`src/rtl/softmax_exp_sum.sv`:
```
// Row accumulator for softmax exp() terms: U1Q15 in, clamped U8Q8 row sum out.
// Optional SOFTMAX_SUM_ROUND_EN selects round-half-up instead of truncation.
module softmax_exp_sum #(
    parameter int MAX_LEN = 1024,
    parameter int LEN_W   = 11
) (
    input  logic             clk,
    input  logic             rst,
    input  logic             in_valid,
    output logic             in_ready,
    input  logic [15:0]      in_exp,
    input  logic             in_last,
    output logic             out_valid,
    input  logic             out_ready,
    output logic [15:0]      out_sum,
    output logic [LEN_W-1:0] out_len,
    output logic             out_sat,
    output logic             len_err
);

    typedef enum logic [1:0] {IDLE, ACCUM, DONE} state_e;

    localparam logic [LEN_W-1:0] LMAX = LEN_W'(MAX_LEN);
    localparam logic [LEN_W-1:0] LONE = LEN_W'(1);

    state_e           state_q;
    logic [23:0]      acc_q;
    logic [23:0]      acc_d;
    logic [LEN_W-1:0] len_q;
    logic [LEN_W-1:0] len_d;
    logic             err_d;
    logic [24:0]      add;
    logic [16:0]      conv;
    logic [15:0]      sum_d;
    logic             sat_d;
    logic             accept;
    logic             in_ready_q;
    logic             out_valid_q;
    logic [15:0]      out_sum_q;
    logic [LEN_W-1:0] out_len_q;
    logic             out_sat_q;
    logic             len_err_q;

    assign in_ready  = in_ready_q;
    assign out_valid = out_valid_q;
    assign out_sum   = out_sum_q;
    assign out_len   = out_len_q;
    assign out_sat   = out_sat_q;
    assign len_err   = len_err_q;

    always_comb begin
        accept = in_valid & in_ready_q;
        add    = {1'b0, (state_q == ACCUM) ? acc_q : 24'h0} + {9'h0, in_exp};
        acc_d  = add[24] ? 24'hFFFFFF : add[23:0];
        len_d  = LONE;
        if (state_q == ACCUM)
            len_d = (len_q == LMAX) ? LMAX : len_q + LONE;
        err_d  = len_err_q | ((state_q == ACCUM) && (len_q == LMAX));
`ifdef SOFTMAX_SUM_ROUND_EN
        conv   = {1'b0, acc_d[22:7]} + {16'h0, acc_d[6]};
`else
        conv   = {1'b0, acc_d[22:7]};
`endif
        // Log stage needs x >= 1.0, so tiny sums clamp without flagging
        sat_d  = acc_d[23] | conv[16];
        sum_d  = sat_d ? 16'hFFFF :
                 (conv[15:0] < 16'h0100) ? 16'h0100 : conv[15:0];
    end

    always_ff @(posedge clk) begin
        if (rst) begin
            state_q     <= IDLE;
            acc_q       <= '0;
            len_q       <= '0;
            in_ready_q  <= 1'b0;
            out_valid_q <= 1'b0;
            out_sum_q   <= '0;
            out_len_q   <= '0;
            out_sat_q   <= 1'b0;
            len_err_q   <= 1'b0;
        end else begin
            case (state_q)
                IDLE, ACCUM: begin
                    in_ready_q <= 1'b1;
                    if (accept) begin
                        acc_q     <= acc_d;
                        len_q     <= len_d;
                        len_err_q <= err_d;
                        if (in_last) begin
                            state_q     <= DONE;
                            in_ready_q  <= 1'b0;
                            out_valid_q <= 1'b1;
                            out_sum_q   <= sum_d;
                            out_len_q   <= len_d;
                            out_sat_q   <= sat_d;
                        end else begin
                            state_q <= ACCUM;
                        end
                    end
                end
                DONE: begin
                    if (out_ready) begin
                        state_q     <= IDLE;
                        acc_q       <= '0;
                        len_q       <= '0;
                        len_err_q   <= 1'b0;
                        out_sat_q   <= 1'b0;
                        out_valid_q <= 1'b0;
                        in_ready_q  <= 1'b1;
                    end
                end
                default: state_q <= IDLE;
            endcase
        end
    end

endmodule
```
`config.mk`:
```
export PLATFORM = sky130hd
export DESIGN_NAME = softmax_exp_sum
export DESIGN_NICKNAME = d
export VERILOG_FILES = /design/src/rtl/softmax_exp_sum.sv
export SDC_FILE = /design/constraint.sdc
export NUM_CORES = 1
export LEC_CHECK = 0
export BUFFER_PORTS_ARGS = -buffer_cell sky130_fd_sc_hd__buf_2
export CORE_MARGIN = 8
export CORE_UTILIZATION = 60
export DETAILED_ROUTE_END_ITERATION = 16
export PLACE_DENSITY = 0.82
export SLEW_MARGIN = 20
export SYNTH_ARGS = -nofsm -noshare
export SYNTH_HDL_FRONTEND = slang
export SYNTH_SLANG_ARGS = --single-unit
```
`constraint.sdc`:
```
create_clock -name clk -period 7.4 [get_ports clk]
set_input_delay 1.48 -clock clk [delete_from_list [all_inputs] [get_ports clk]]
set_output_delay 1.48 -clock clk [all_outputs]
set_load 0.01 [all_outputs]
```
## After elaboration in Yosys (flattened, before gate mapping)

Index checks and enable logic that the tools add are counted.

- Bitwise operators: 2
- Order comparisons: 1
- Mux-type cells: 29
- Add/sub/neg operators: 2
- Equality and inequality tests: 6
- Reduce and logical (&&, ||, !) cells: 9

Operators with widths:

| operator | count |
|---|---|
| 24-bit 2-to-1 mux | 4 |
| 24-bit one-hot mux with 2 select lines | 1 |
| 11-bit 2-to-1 mux | 4 |
| 16-bit 2-to-1 mux | 2 |
| 24-bit by 16-bit adder with 25-bit output | 1 |
| 11-bit one-hot mux with 2 select lines | 1 |
| 16-bit by 9-bit < comparator with 1-bit output, second input constant | 1 |
| 11-bit by 1-bit adder with 11-bit output, second input constant | 1 |
| 11-bit == test, second input constant | 1 |
| 1-bit 2-to-1 mux | 9 |
| 1-bit one-hot mux with 2 select lines | 4 |
| 2-bit 2-to-1 mux | 3 |
| 2-bit != test, second input constant | 3 |
| 3-bit AND reduction | 2 |
| 2-bit one-hot mux with 2 select lines | 1 |
| 2-bit AND reduction | 2 |
| 4-bit AND reduction | 1 |
| 2-bit by 1-bit == test with 1-bit output, second input constant | 1 |
| 2-bit == test, second input constant | 1 |
| 2-bit zero test | 1 |
| 2-bit nonzero test | 1 |
| 2-bit OR reduction | 1 |
| 1-bit AND | 1 |
| 1-bit logical AND | 1 |
| 1-bit OR | 1 |

- Register bits after elaboration: 68
- Word-level logic and storage cells: 58

## Depth between registers and ports, before layout

- Depth in word-level cells: 7
- Mapped depth: 17
- Mapped depth without buffers: 13

## Worst setup path after synthesis

No wires, ideal clock.

- Path type: input-to-reg
- Start: input port in_exp[0]
- End: register out_sum_q[8], in the netlist out_sum[8]
- Buffers on the path: 0
- Stages on the path: 11
- Arrival time: 4243 ps
- Path slack: 3078 ps
- Cells stage by stage: ha_1 fa_1 a211oi_2 nor2_1 a2111oi_2 a21oi_2 nand2_2 o21ai_1 or4_4 or3_1 a211oi_2

- Longest elaborated chain between the ends: 5

RTL lines:

| element | RTL line | RTL |
|---|---|---|
| start, declared | 11 | `input logic [15:0] in_exp,` |
| 24-bit by 16-bit adder with 25-bit output * | 53 | `add = {1'b0, (state_q == ACCUM) ? acc_q : 24'h0} + {9'h0, in_exp};` |
| 24-bit 2-to-1 mux * | 54 | `acc_d = add[24] ? 24'hFFFFFF : add[23:0];` |
| 16-bit by 9-bit < comparator with 1-bit output | 67 | `(conv[15:0] < 16'h0100) ? 16'h0100 : conv[15:0];` |
| 16-bit 2-to-1 mux | 67 |  |
| 16-bit 2-to-1 mux * | 66 | `sum_d = sat_d ? 16'hFFFF :` |
| end signal, assigned | 93 | `out_sum_q <= sum_d;` |
| end, declared | 39 | `logic [15:0] out_sum_q;` |

Mark *: on every way between the ends. The rest lies on a longest branch, timed or not.
A chain may end at the register's enable or synchronous reset.

## Worst setup path after layout

Same ends and word-level chain as after synthesis.

==> flow_metrics.env <==
export IMPL_cts_setup_buffers=0
export IMPL_max_freq_mhz=230
export IMPL_status="completed"
export IMPL_yosys_warnings=0
export IMPL_core_area_sq_mm=0.00642
export IMPL_die_width_um=97.7
export IMPL_peakVddDrop_mv=0.104
export IMPL_synth_area_leaders="dfxtp_1 (34%), nor2_1 (6.6%), a21oi_1 (6.4%)"
export IMPL_slew_viol_final=0
export IMPL_syn_to_final_growth_pct=11.4
export IMPL_seqPwrFrac=0.469
export IMPL_cts_resized=0
export IMPL_hold_violations=0
export IMPL_antenna_diode_count=0
export IMPL_drt_vias_per_instance=5.92
export IMPL_num_rows=29
export IMPL_required_ns=7.66
export IMPL_syn_cell_area_sq_mm=0.00401
export IMPL_place_hpwl_um=7030
export IMPL_io_buffers=51
export IMPL_gp_congestion=0.927
export IMPL_synth_top_area_frac=0.340
export IMPL_insertion_delay_ns=0.35
export IMPL_synth_nets=566
export IMPL_remaining_drc_errors=0
export IMPL_start_util=0.624
export IMPL_worstMarginPinSlew_ns=1.03
export IMPL_pre_cts_ws_ns=2.74
export IMPL_tns_ns=0
export IMPL_powerDensity_mw_per_mm2=186
export IMPL_ioPinCount=52
export IMPL_hold_slack_ns=0.450
export IMPL_htree_levels=3
export IMPL_drive_gt1_frac=0.153
export IMPL_power_switching_mw=0.214
export IMPL_layout_nets=598
export IMPL_setup_slack_ns=3.06
export IMPL_grt_pass1_wl_um=17000
export IMPL_grt_total_usage=0.210
export IMPL_min_path_type="flop to flop"
export IMPL_grt_pass1_vias=3690
export IMPL_synth_seq_cells=68
export IMPL_start_kind="primary input"
export IMPL_power_leakage_nw=1.95
export IMPL_period_needed_ns=4.34
export IMPL_vias=3790
export IMPL_ys_top_cells_by_count="nor2_1 (70), dfxtp_1 (68), nand2_1 (65)"
export IMPL_timing_worst_setup_path_type="primary input to flop"
export IMPL_drt_pass1_iter_count=4
export IMPL_clock_skew_ns=0.00884
export IMPL_holdBufCountCts=0
export IMPL_yosysMostFrequentCell="nor2_1"
export IMPL_dieArea_sq_mm=0.00955
export IMPL_slew_limit_headroom=0.312
export IMPL_grt_antenna_before_repair=0
export IMPL_post_route_period_util=0.586
export IMPL_cts_buffer_depth=2
export IMPL_grt_overflow_total=0
export IMPL_p_int_mw=0.616
export IMPL_synth_edf_count=0
export IMPL_cts_root_buf="clkbuf_8"
export IMPL_setup_viol=0
export IMPL_clk_pin_slew_worst_paths_ns=0.07
export IMPL_syn_instance_count=526
export IMPL_ys_async_sr_fraction=0
export IMPL_drv_cap=0
export IMPL_p_clk_frac=0.407
export IMPL_cp_max_fo=9
export IMPL_comb_power_share=0.124
export IMPL_wl_um=9870
export IMPL_drt_initial_drc_count=212
export IMPL_die_h_um=97.7
export IMPL_nFillCells=551
export IMPL_ys_types=57
export IMPL_swShare=0.258
export IMPL_rsz0062_at_grt="false"
export IMPL_synth_largest_area_cell="dfxtp_1"
export IMPL_clkSinkCount=68
export IMPL_numCtsBuffers=9
export IMPL_final_antenna_net_count=0
export IMPL_critPathCaptureType="flop"
export IMPL_avgRoutedWirePerCell_um=15.4
export IMPL_cts_tree="done"
export IMPL_cp_arrival_ns=4.60
export IMPL_avgSynthCellArea_sq_um=7.62
export IMPL_seq_area_frac_synth=0.340
export IMPL_synth_top_flop_cell="dfxtp_1"
export IMPL_grt_max_degree=56
power groups by stage:
| stage | sequential, mW | combinational, mW | clock (mW) |
|---|---|---|---|
| 6_report | 0.389 | 0.103 | 0.338 |
| 2_1_floorplan | 0.398 | 0.0704 | 0 |
| 5_1_grt | 0.390 | 0.114 | 0.355 |
| 3_5_place_dp | 0.397 | 0.102 | 0 |
| 3_3_place_gp | 0.396 | 0.0999 | 0 |
| 4_1_cts | 0.389 | 0.102 | 0.342 |
final cells by class:
cell class                      instances  area [sq um]  share of cell area
Multi-Input combinational cell        419          2490               0.557
Sequential cell                        68          1360               0.305
Timing Repair Buffer                   54           278              0.0622
Clock buffer                           12           145              0.0325
Tap cell                               77          96.3              0.0216
Clock inverter                          4          72.6              0.0163
Inverter                                6          22.5             0.00504
critical path: stages:
cell	delay, ns
buf_2	0.10
ha_1	0.22
fa_1	0.44
a211oi_2	0.28
nor2_1	0.11
a2111oi_2	0.40
a21oi_2	0.21
nand2_2	0.19
o21ai_1	0.13
or4_4	0.51
or3_1	0.35
a211oi_2	0.18
cells in the final DEF, fill, tap and decap left out, types with 4 or more instances in the layout:
master / instances
o22ai_1: 9
and2_1: 18
nor3_1: 23
dfxtp_1: 68
nand2_1: 65
a21oi_2: 4
nand4_1: 6
xnor2_1: 14
nor2b_1: 5
clkbuf_8: 10
o21ai_0: 26
inv_1: 6
xor2_1: 13
nor2_1: 70
nand3_1: 13
buf_2: 51
a21o_1: 5
a21oi_1: 51
a22oi_1: 15
ha_1: 18
and3_1: 11
o21ai_1: 4
layer usage:
| metal | wire [um] | part of all wire | GRT usage |
|---|---|---|---|
| met1 | 4510 | 0.46 | 0.251 |
| met2 | 4640 | 0.47 | 0.355 |
| met3 | 584 | 0.059 | 0.0525 |
| met4 | 136 | 0.014 | 0.0791 |
| met5 | 0 | 0 | 0 |
through the flow:
stage / power (mW) / cell area, sq um / utilization / cells
2_1_floorplan: 0.468 / 4010 / - / 526
3_3_place_gp: 0.496 / 4250 / 0.661 / 624
3_5_place_dp: 0.498 / 4250 / 0.661 / 624
4_1_cts: 0.833 / 4460 / 0.695 / 640
5_1_grt: 0.860 / 4460 / 0.695 / 640
6_report: 0.829 / 4460 / 0.695 / 640
final timing paths:
kind	startpoint	to	slack [ns]	cells after the start
min reg2reg	acc_q[4]	acc_q[4]	0.45	2
max	in_exp[0]	out_sum[8]	3.06	12
min	acc_q[4]	acc_q[4]	0.45	2
max reg2reg	state_q[1]	out_sum[8]	3.28	14
kinds of logic after synthesis:
family | Yosys count | synth area share
DFF | 68 | 0.340
AOI/OAI and AO/OA | 138 | 0.216
muxes | 3 | 0.00749
adders and majority gates | 19 | 0.0612
buffers and inverters | 39 | 0.0396
xor gates and xnor gates | 27 | 0.0590
and+or+nand+nor | 232 | 0.277
sequential cells by signal (all words and copies together) (netlist names):
register and cells:
out_sum 16, len_err 1, len_q 11, out_sat 1
out_valid 1, out_len 11, acc_q 24, in_ready 1
state_q 2
Power figures use the tool's default switching activity.
